File: config.mk
export PLATFORM = sky130hd
export DESIGN_NAME = param_loader
export DESIGN_NICKNAME = d
export VERILOG_FILES = /design/src/rtl/param_loader_pkg.sv /design/src/rtl/gap_timer.sv /design/src/rtl/param_loader.sv
export SDC_FILE = /design/constraint.sdc
export NUM_CORES = 1
export LEC_CHECK = 0
export BUFFER_PORTS_ARGS = -buffer_cell sky130_fd_sc_hd__buf_2
export CORE_UTILIZATION = 60
export DETAILED_ROUTE_END_ITERATION = 16
export GPL_TIMING_DRIVEN = 0
export PLACE_DENSITY = 0.82
export SETUP_SLACK_MARGIN = 0.15
export SLEW_MARGIN = 20
export SYNTH_ARGS = -nofsm -noshare
export SYNTH_HDL_FRONTEND = slang
export SYNTH_HIERARCHICAL = 1
export SYNTH_SLANG_ARGS = --single-unit
File: constraint.sdc
create_clock -name CLK -period 9.1 [get_ports CLK]
set_input_delay 1.82 -clock CLK [delete_from_list [all_inputs] [get_ports CLK]]
set_output_delay 1.82 -clock CLK [all_outputs]
set_load 0.01 [all_outputs]
File: src/rtl/param_loader_pkg.sv
// Shared constants and types for the host-link parameter loader.
// Frame: header, three 24-bit big-endian fields, XOR checksum.
package param_loader_pkg;
    localparam logic [7:0] FRAME_HDR     = 8'hA5;
    localparam int         PAYLOAD_BYTES = 9;
    localparam int         PARAM_W       = 18;

    typedef enum logic [1:0] {
        HUNT,
        PAYLOAD,
        CHECK
    } state_t;
endpackage

File: src/rtl/gap_timer.sv
// Idle-gap counter for in-frame byte spacing.
// The expire output fires on the TIMEOUT-th consecutive idle cycle unless a byte arrives then.
module gap_timer #(
    parameter int TIMEOUT = 1000
) (
    input  logic clk,
    input  logic rst,
    input  logic clr,
    input  logic en,
    output logic expire
);
    localparam int CW = $clog2(TIMEOUT + 1);
    localparam logic [CW-1:0] LAST = CW'(TIMEOUT - 1);

    logic [CW-1:0] cnt;

    always_ff @(posedge clk or posedge rst) begin
        if (rst)
            cnt <= '0;
        else if (clr || !en)
            cnt <= '0;
        else
            cnt <= cnt + CW'(1);
    end

    // A byte in the expiry cycle restarts the gap instead of aborting.
    assign expire = en && !clr && (cnt == LAST);
endmodule

File: src/rtl/param_loader.sv
// Assembles framed mu/S/sigma parameters from the host byte stream and
// presents them atomically to the risk core; only fully valid frames update outputs.
module param_loader
    import param_loader_pkg::*;
#(
    parameter int TIMEOUT = 1000
) (
    input  logic               CLK,
    input  logic               RST,
    input  logic [7:0]         iByte,
    input  logic               iByteValid,
    output logic [PARAM_W-1:0] oMu,
    output logic [PARAM_W-1:0] oS,
    output logic [PARAM_W-1:0] oSigma,
    output logic               oLoad,
    output logic               oBusy,
    output logic [7:0]         oErrCnt
);
    localparam logic [3:0] LAST_IDX = 4'(PAYLOAD_BYTES - 1);

    state_t      state, state_n;
    logic [3:0]  idx;
    logic [71:0] shadow;
    logic [7:0]  csum;
    logic        expire;
    logic        rsvd_ok;
    logic        take_good;
    logic        take_err;

    gap_timer #(.TIMEOUT(TIMEOUT)) u_gap (
        .clk    (CLK),
        .rst    (RST),
        .clr    (iByteValid),
        .en     (state != HUNT),
        .expire (expire)
    );

    assign rsvd_ok = (shadow[71:66] == '0) && (shadow[47:42] == '0) && (shadow[23:18] == '0);
    assign oBusy   = (state != HUNT);

    always_ff @(posedge CLK or posedge RST) begin
        if (RST)
            state <= HUNT;
        else
            state <= state_n;
    end

    always_comb begin
        state_n   = state;
        take_good = 1'b0;
        take_err  = 1'b0;
        case (state)
            HUNT: begin
                if (iByteValid && iByte == FRAME_HDR)
                    state_n = PAYLOAD;
            end
            PAYLOAD: begin
                if (iByteValid) begin
                    if (idx == LAST_IDX)
                        state_n = CHECK;
                end else if (expire) begin
                    state_n  = HUNT;
                    take_err = 1'b1;
                end
            end
            CHECK: begin
                if (iByteValid) begin
                    state_n = HUNT;
                    if (iByte == csum && rsvd_ok)
                        take_good = 1'b1;
                    else
                        take_err = 1'b1;
                end else if (expire) begin
                    state_n  = HUNT;
                    take_err = 1'b1;
                end
            end
            default: state_n = HUNT;
        endcase
    end

    always_ff @(posedge CLK or posedge RST) begin
        if (RST) begin
            idx     <= '0;
            shadow  <= '0;
            csum    <= '0;
            oMu     <= '0;
            oS      <= '0;
            oSigma  <= '0;
            oLoad   <= 1'b0;
            oErrCnt <= '0;
        end else begin
            oLoad <= take_good;
            if (state == HUNT && iByteValid && iByte == FRAME_HDR) begin
                idx    <= '0;
                csum   <= '0;
                shadow <= '0;
            end else if (state == PAYLOAD && iByteValid) begin
                shadow <= {shadow[63:0], iByte};
                csum   <= csum ^ iByte;
                idx    <= idx + 4'd1;
            end
            if (take_good) begin
                oMu    <= shadow[48 +: PARAM_W];
                oS     <= shadow[24 +: PARAM_W];
                oSigma <= shadow[0  +: PARAM_W];
            end
            if (take_err) begin
                shadow <= '0;
                if (oErrCnt != 8'hFF)
                    oErrCnt <= oErrCnt + 8'd1;
            end
        end
    end
endmodule

## After elaboration in Yosys (flattened, before gate mapping)

Cells that the tools add are included.
Widths: inputs -> output; s select.

| operators by class | value |
|---|---|
| bitwise gates (word level) | 1 |
| equal/unequal tests | 9 |
| muxes and demuxes | 22 |
| add/sub/neg operators | 3 |
| reductions and logical operators | 21 |

Operators by type and width:

| cell | count |
|---|---|
| $mux 72 | 3 |
| $logic_not 6->1 | 3 |
| $mux 8 | 2 |
| $add 10x1->10 const B | 1 |
| $eq 10x10->1 const B | 1 |
| $mux 10 | 1 |
| $mux 2 | 5 |
| $logic_and 1x1->1 | 9 |
| $add 8x1->8 const B | 1 |
| $eq 8x8->1 | 1 |
| $eq 8x8->1 const B | 1 |
| $mux 4 | 2 |
| $ne 8x8->1 const B | 1 |
| $xor 8x8->8 | 1 |
| $mux 1 | 7 |
| $pmux 2 s3 | 1 |
| $add 4x1->4 const B | 1 |
| $eq 4x4->1 const B | 1 |
| $reduce_and 2->1 | 2 |
| $reduce_bool 2->1 | 2 |
| $ne 3x3->1 const B | 1 |
| $reduce_bool 3->1 | 1 |
| $eq 2x1->1 const B | 1 |
| $eq 2x2->1 const B | 1 |
| 5 further kinds | 6 |

| storage, ports and cells | value |
|---|---|
| input bits | 11 |
| flip-flop bits (word level) | 159 |
| output and inout port bits | 64 |
| logic and storage cells | 66 |

## Depth between registers and ports, before layout

| logic depth | value |
|---|---|
| depth after elaboration | 8 |
| depth in mapped cells | 10 |
| gate-level depth less buffers | 10 |

## Modules after synthesis

Netlist, hierarchy kept.

Modules (own cells, without submodules):

| module | times used | seq. area each (µm²) | area each (µm²) | cells each |
|---|---|---|---|---|
| param_loader | 1 | 3728.6 | 6129.6 | 560 |
| gap_timer | 1 | 250.2 | 490.5 | 49 |

## Least setup slack after synthesis

OpenSTA, ideal clock, no wires.

| timing path | value |
|---|---|
| kind | input to register |
| start | in iByte[7] |
| end | reg oMu[0] |
| library setup time | 0.128 ns |
| arrival time | 3.299 ns |
| path slack | 5.673 ns |
| data required time | 8.972 ns |
| stages | 6 |
| cells stage by stage | xnor2_1 -> nand4_1 -> nor4_4 -> nand2_2 -> buf_2 -> mux2_1 |

| between the ends | value |
|---|---|
| word-level cells in the longest chain between the ends | 5 |

RTL lines:

| what | line | source |
|---|---|---|
| start, declared | param_loader.sv:10 | `input logic [7:0] iByte,` |
| $eq 8x8->1 | param_loader.sv:69 | `if (iByte == csum && rsvd_ok)` |
| $logic_and 1x1->1 | param_loader.sv:69 |  |
| $mux 1 | param_loader.sv:69 |  |
| $mux 1 | param_loader.sv:67 | `if (iByteValid) begin` |
| $mux 1 | param_loader.sv:52 | `case (state)` |
| end signal, assigned | param_loader.sv:104 | `oMu <= shadow[48 +: PARAM_W];` |
| end, declared | param_loader.sv:12 | `output logic [PARAM_W-1:0] oMu,` |

Every way passes these cells.
A chain may end at the register's enable or synchronous reset.

## Worst setup path after layout

| timing path | value |
|---|---|
| start | in iByteValid |
| end | reg shadow[67] |

| between the ends | value |
|---|---|
| word-level cells in the longest chain between the ends | 7 |
| elaborated cells on any way between the ends | 13 |

RTL lines:

| what | line | source |
|---|---|---|
| start, declared | param_loader.sv:11 | `input logic iByteValid,` |
| $logic_not 1->1 * | gap_timer.sv:27 | `assign expire = en && !clr && (cnt == LAST);` |
| $logic_and 1x1->1 * (2 in series) | gap_timer.sv:27 |  |
| net expire | param_loader.sv:25 | `logic expire;` |
| $mux 1 * | param_loader.sv:61, param_loader.sv:73 |  |
| $mux 1, on equally long branches | param_loader.sv:67, param_loader.sv:58 |  |
| $pmux 1 s2 * | param_loader.sv:52 |  |
| $reduce_bool 3->1 (no source line) / $mux 72 (equally long branches) | - |  |
| end signal, assigned | param_loader.sv:99 | `shadow <= {shadow[63:0], iByte};` |
| end, declared | param_loader.sv:23 | `logic [71:0] shadow;` |

Mark *: on every way through the listed nets, which the timed path passes. The rest lies on a longest branch.

==> flow_summary.toml <==
[status]
status = "completed"

[sta]
max_slew_margin_pct = 48.0
whs_ns = 0.482
setup_violations = 0
finalCritPeriodShare_pct = 39.6
fmax_ghz = 0.277
drv_slew = 0
setup_slack_ns = 5.49
clock_skew_ns = 0.00742
fin_setup_tns_ns = 0
min_period_ns = 3.61
hold_viol = 0
tightestPinTransition_ns = 0.780
rsz0062_at_grt = "false"

[grt]
grt_max_degree = 98
gr-total-overflow = 0
antenna_found_initial = 0
track_usage_pct = 28.5
grt_first_pass_wirelength_mm = 24.6
grt_pass1_vias = 4969

[logic_synthesis]
yosys_warnings = 6
synth_adder_area_share_pct = 1.51
yosys.area_share.simple_pct = 15.4
synth_area_per_cell_um2 = 10.9
synth_cells = 609
seq_area_frac_synth_pct = 60.1
muxShareOfSynthArea_pct = 9.70
synth.distinct_cells = 38
syn-num-nets = 628
synth_top_family_by_area = "simple AND/OR/NAND/NOR gates"
ys_ff_latch = 159
syn_area_um2 = 6620
yosys.area_share.xor_xnor_pct = 3.57
synth_compound_area_share_pct = 7.43

[cts]
clkSlewWorstSetupHoldPaths_ns = 0.06
clockBufferDepth = 2
insertion_delay_ns = 0.54
numCtsBuffers = 17
cts-root-buf = "clkbuf_8"
cts_hold_buf = 0
cts_resized = 0
clock_sinks = 159
cts_tree = "built"
post_cts_buffers = 0
htreeDepth = 4

[pwr]
power.total_uw = 2200
power_density_nw_per_um2 = 284
ir_drop_v = 0.000157
p_leak_uw = 0.00385

[critical_path]
slowest_delay_ns = 0.73
cp_max_fo = 10
critical_path_class = "input pin to flip-flop"
worstSetupStartpointType = "input pin"
crit_arrival_ns = 4.00
path_buf_inv = 2
end_kind = "flip-flop"
crit_family = "compound AO/OA/AOI/OAI gates"
rr_startpoint = "state[0]"
critPathRequiredTime_ns = 9.50
crit_start = "iByteValid"
cp_slowest_cell = "o22ai_1"
r2r_setup_slack_ns = 5.86
worstPathCellList = "buf_2, nor2b_1, nand3_1, nor2_1, o221ai_1, o22ai_1, clkbuf_1, a21oi_1"

[floorplanning]
fp.dieW_um = 107
initial_core_util_pct = 63.0
core_area_um2 = 10500
die_area_um2 = 11500
io_pins = 75
die_h_um = 107
row_count = 37

[routing]
vias_per_cell = 5.76
antenna_left = 0
detail_route.wl_per_cell_um = 17.0
drt_iter0_markers = 248
remaining_drc_errors = 0
drt-pass1-iter-count = 5
via_count = 4902
finalWirelength_mm = 14.5

[final_layout]
insertedDiodeCount = 0
synthToLayoutAreaGrowth_pct = 16.8
final_cell_mix = "159 x dfrtp_1, 156 x nand2_1, 79 x buf_2"
final_util_pct = 73.6
final_common_cell = "dfrtp_1"
drive_gt1_share_pct = 17.1
fin_nets = 722

[flow_run]
cap_violations = 0

[worst_hold_path]
min_from = "u_gap/cnt[0]"
hold_class = "flip-flop to flip-flop"

[place]
port-buffer-count = 74
dp_slack_ns = 4.94
post-dp-hpwl_mm = 9.66
gp_routability_congestion = 0.831
cell usage after synthesis (all sizes together):
| library cell | n | share of area [%] |
|---|---|---|
| inv | 8 | 0.45 |
| xnor2 | 10 | 1.3 |
| o211ai | 2 | 0.23 |
| o31ai | 3 | 0.34 |
| nand3b | 1 | 0.11 |
| o221ai | 1 | 0.13 |
| mux2 | 57 | 9.7 |
| nor3 | 4 | 0.30 |
| nand3 | 8 | 0.79 |
| nand4 | 7 | 0.66 |
| dfrtp | 159 | 60 |
| nor4 | 9 | 1.3 |
| o22ai | 1 | 0.095 |
| ha | 8 | 1.5 |
| buf | 6 | 0.43 |
| a21oi | 78 | 5.9 |
| and3 | 1 | 0.095 |
| a22o | 2 | 0.26 |
| or4 | 3 | 0.34 |
| xor2 | 17 | 2.2 |
| o21ai | 3 | 0.23 |
| o2bb2ai | 1 | 0.13 |
| nor2b | 4 | 0.38 |
| nor3b | 1 | 0.19 |
| clkbuf | 25 | 1.4 |
| nand2b | 2 | 0.19 |
| or3 | 2 | 0.19 |
| nor4bb | 2 | 0.30 |
| nand2 | 157 | 8.9 |
| and2 | 4 | 0.38 |
| o21bai | 1 | 0.11 |
| nor2 | 22 | 1.2 |
metrics by stage:
| step | std cells | cell area (µm²) |
|---|---|---|
| 2_1_floorplan | 609 | 6620 |
| 3_3_place_gp | 819 | 7160 |
| 3_5_place_dp | 820 | 7200 |
| 4_1_cts | 851 | 7730 |
| 5_1_grt | 851 | 7730 |
| 6_report | 851 | 7730 |
cell type report:
| type | count | area, µm² |
|---|---|---|
| sequential | 159 | 3980 |
| clock inverter | 9 | 86.3 |
| inverter | 8 | 37.5 |
| clock buffer | 22 | 453 |
| multi-input combinational | 411 | 2490 |
| tap | 136 | 170 |
| buffer | 31 | 123 |
| timing repair buffer | 75 | 398 |
| fill | 702 | 2770 |
sequential cells by signal, summed over array words and instances (netlist names):
signal	cells
csum	8
oErrCnt	8
state	2
oLoad	1
oMu	18
oSigma	18
idx	4
u_gap/cnt	10
oS	18
shadow	72
power by group:
group / switching (µW) / internal, µW
clock: 276 / 376
combinational: 320 / 191
sequential: 159 / 874
worst register-to-register path, stage by stage, from the launching register on:
cell and delay [ns]:
dfrtp_1 0.42, inv_1 0.09, ha_1 0.24, inv_1 0.26, nor2b_1 0.23, nand3_1 0.11
nor2_1 0.14, o221ai_1 0.32, o22ai_1 0.73, clkbuf_1 0.45, a21oi_1 0.11
final timing paths:
path / to / cells past startpoint
worst max register to register: shadow[67] / 10
max in group asynchronous: shadow[22] / 3
worst min register to register: u_gap/cnt[0] / 1
min in group asynchronous: oErrCnt[0] / 2
worst max-delay path: shadow[67] / 8
worst min-delay path: u_gap/cnt[0] / 1
logic make-up after synthesis:
family                   Yosys count
AO/OA/AOI/OAI                     92
XOR/XNOR                          27
adder cells (fa/ha/maj)            8
buffers and inverters             39
flip-flops                       159
multiplexers                      57
AND/OR/NAND/NOR                  227
routing by layer:
metal	up-vias	track usage, %	share of wire (%)
met5	-	0	0
met4	0	13.6	2.8
met3	40	7.11	6.1
met2	179	45.3	49
met1	2434	36.9	42
li1	2249	-	-
No activity file was read; power rests on OpenSTA's default activity.
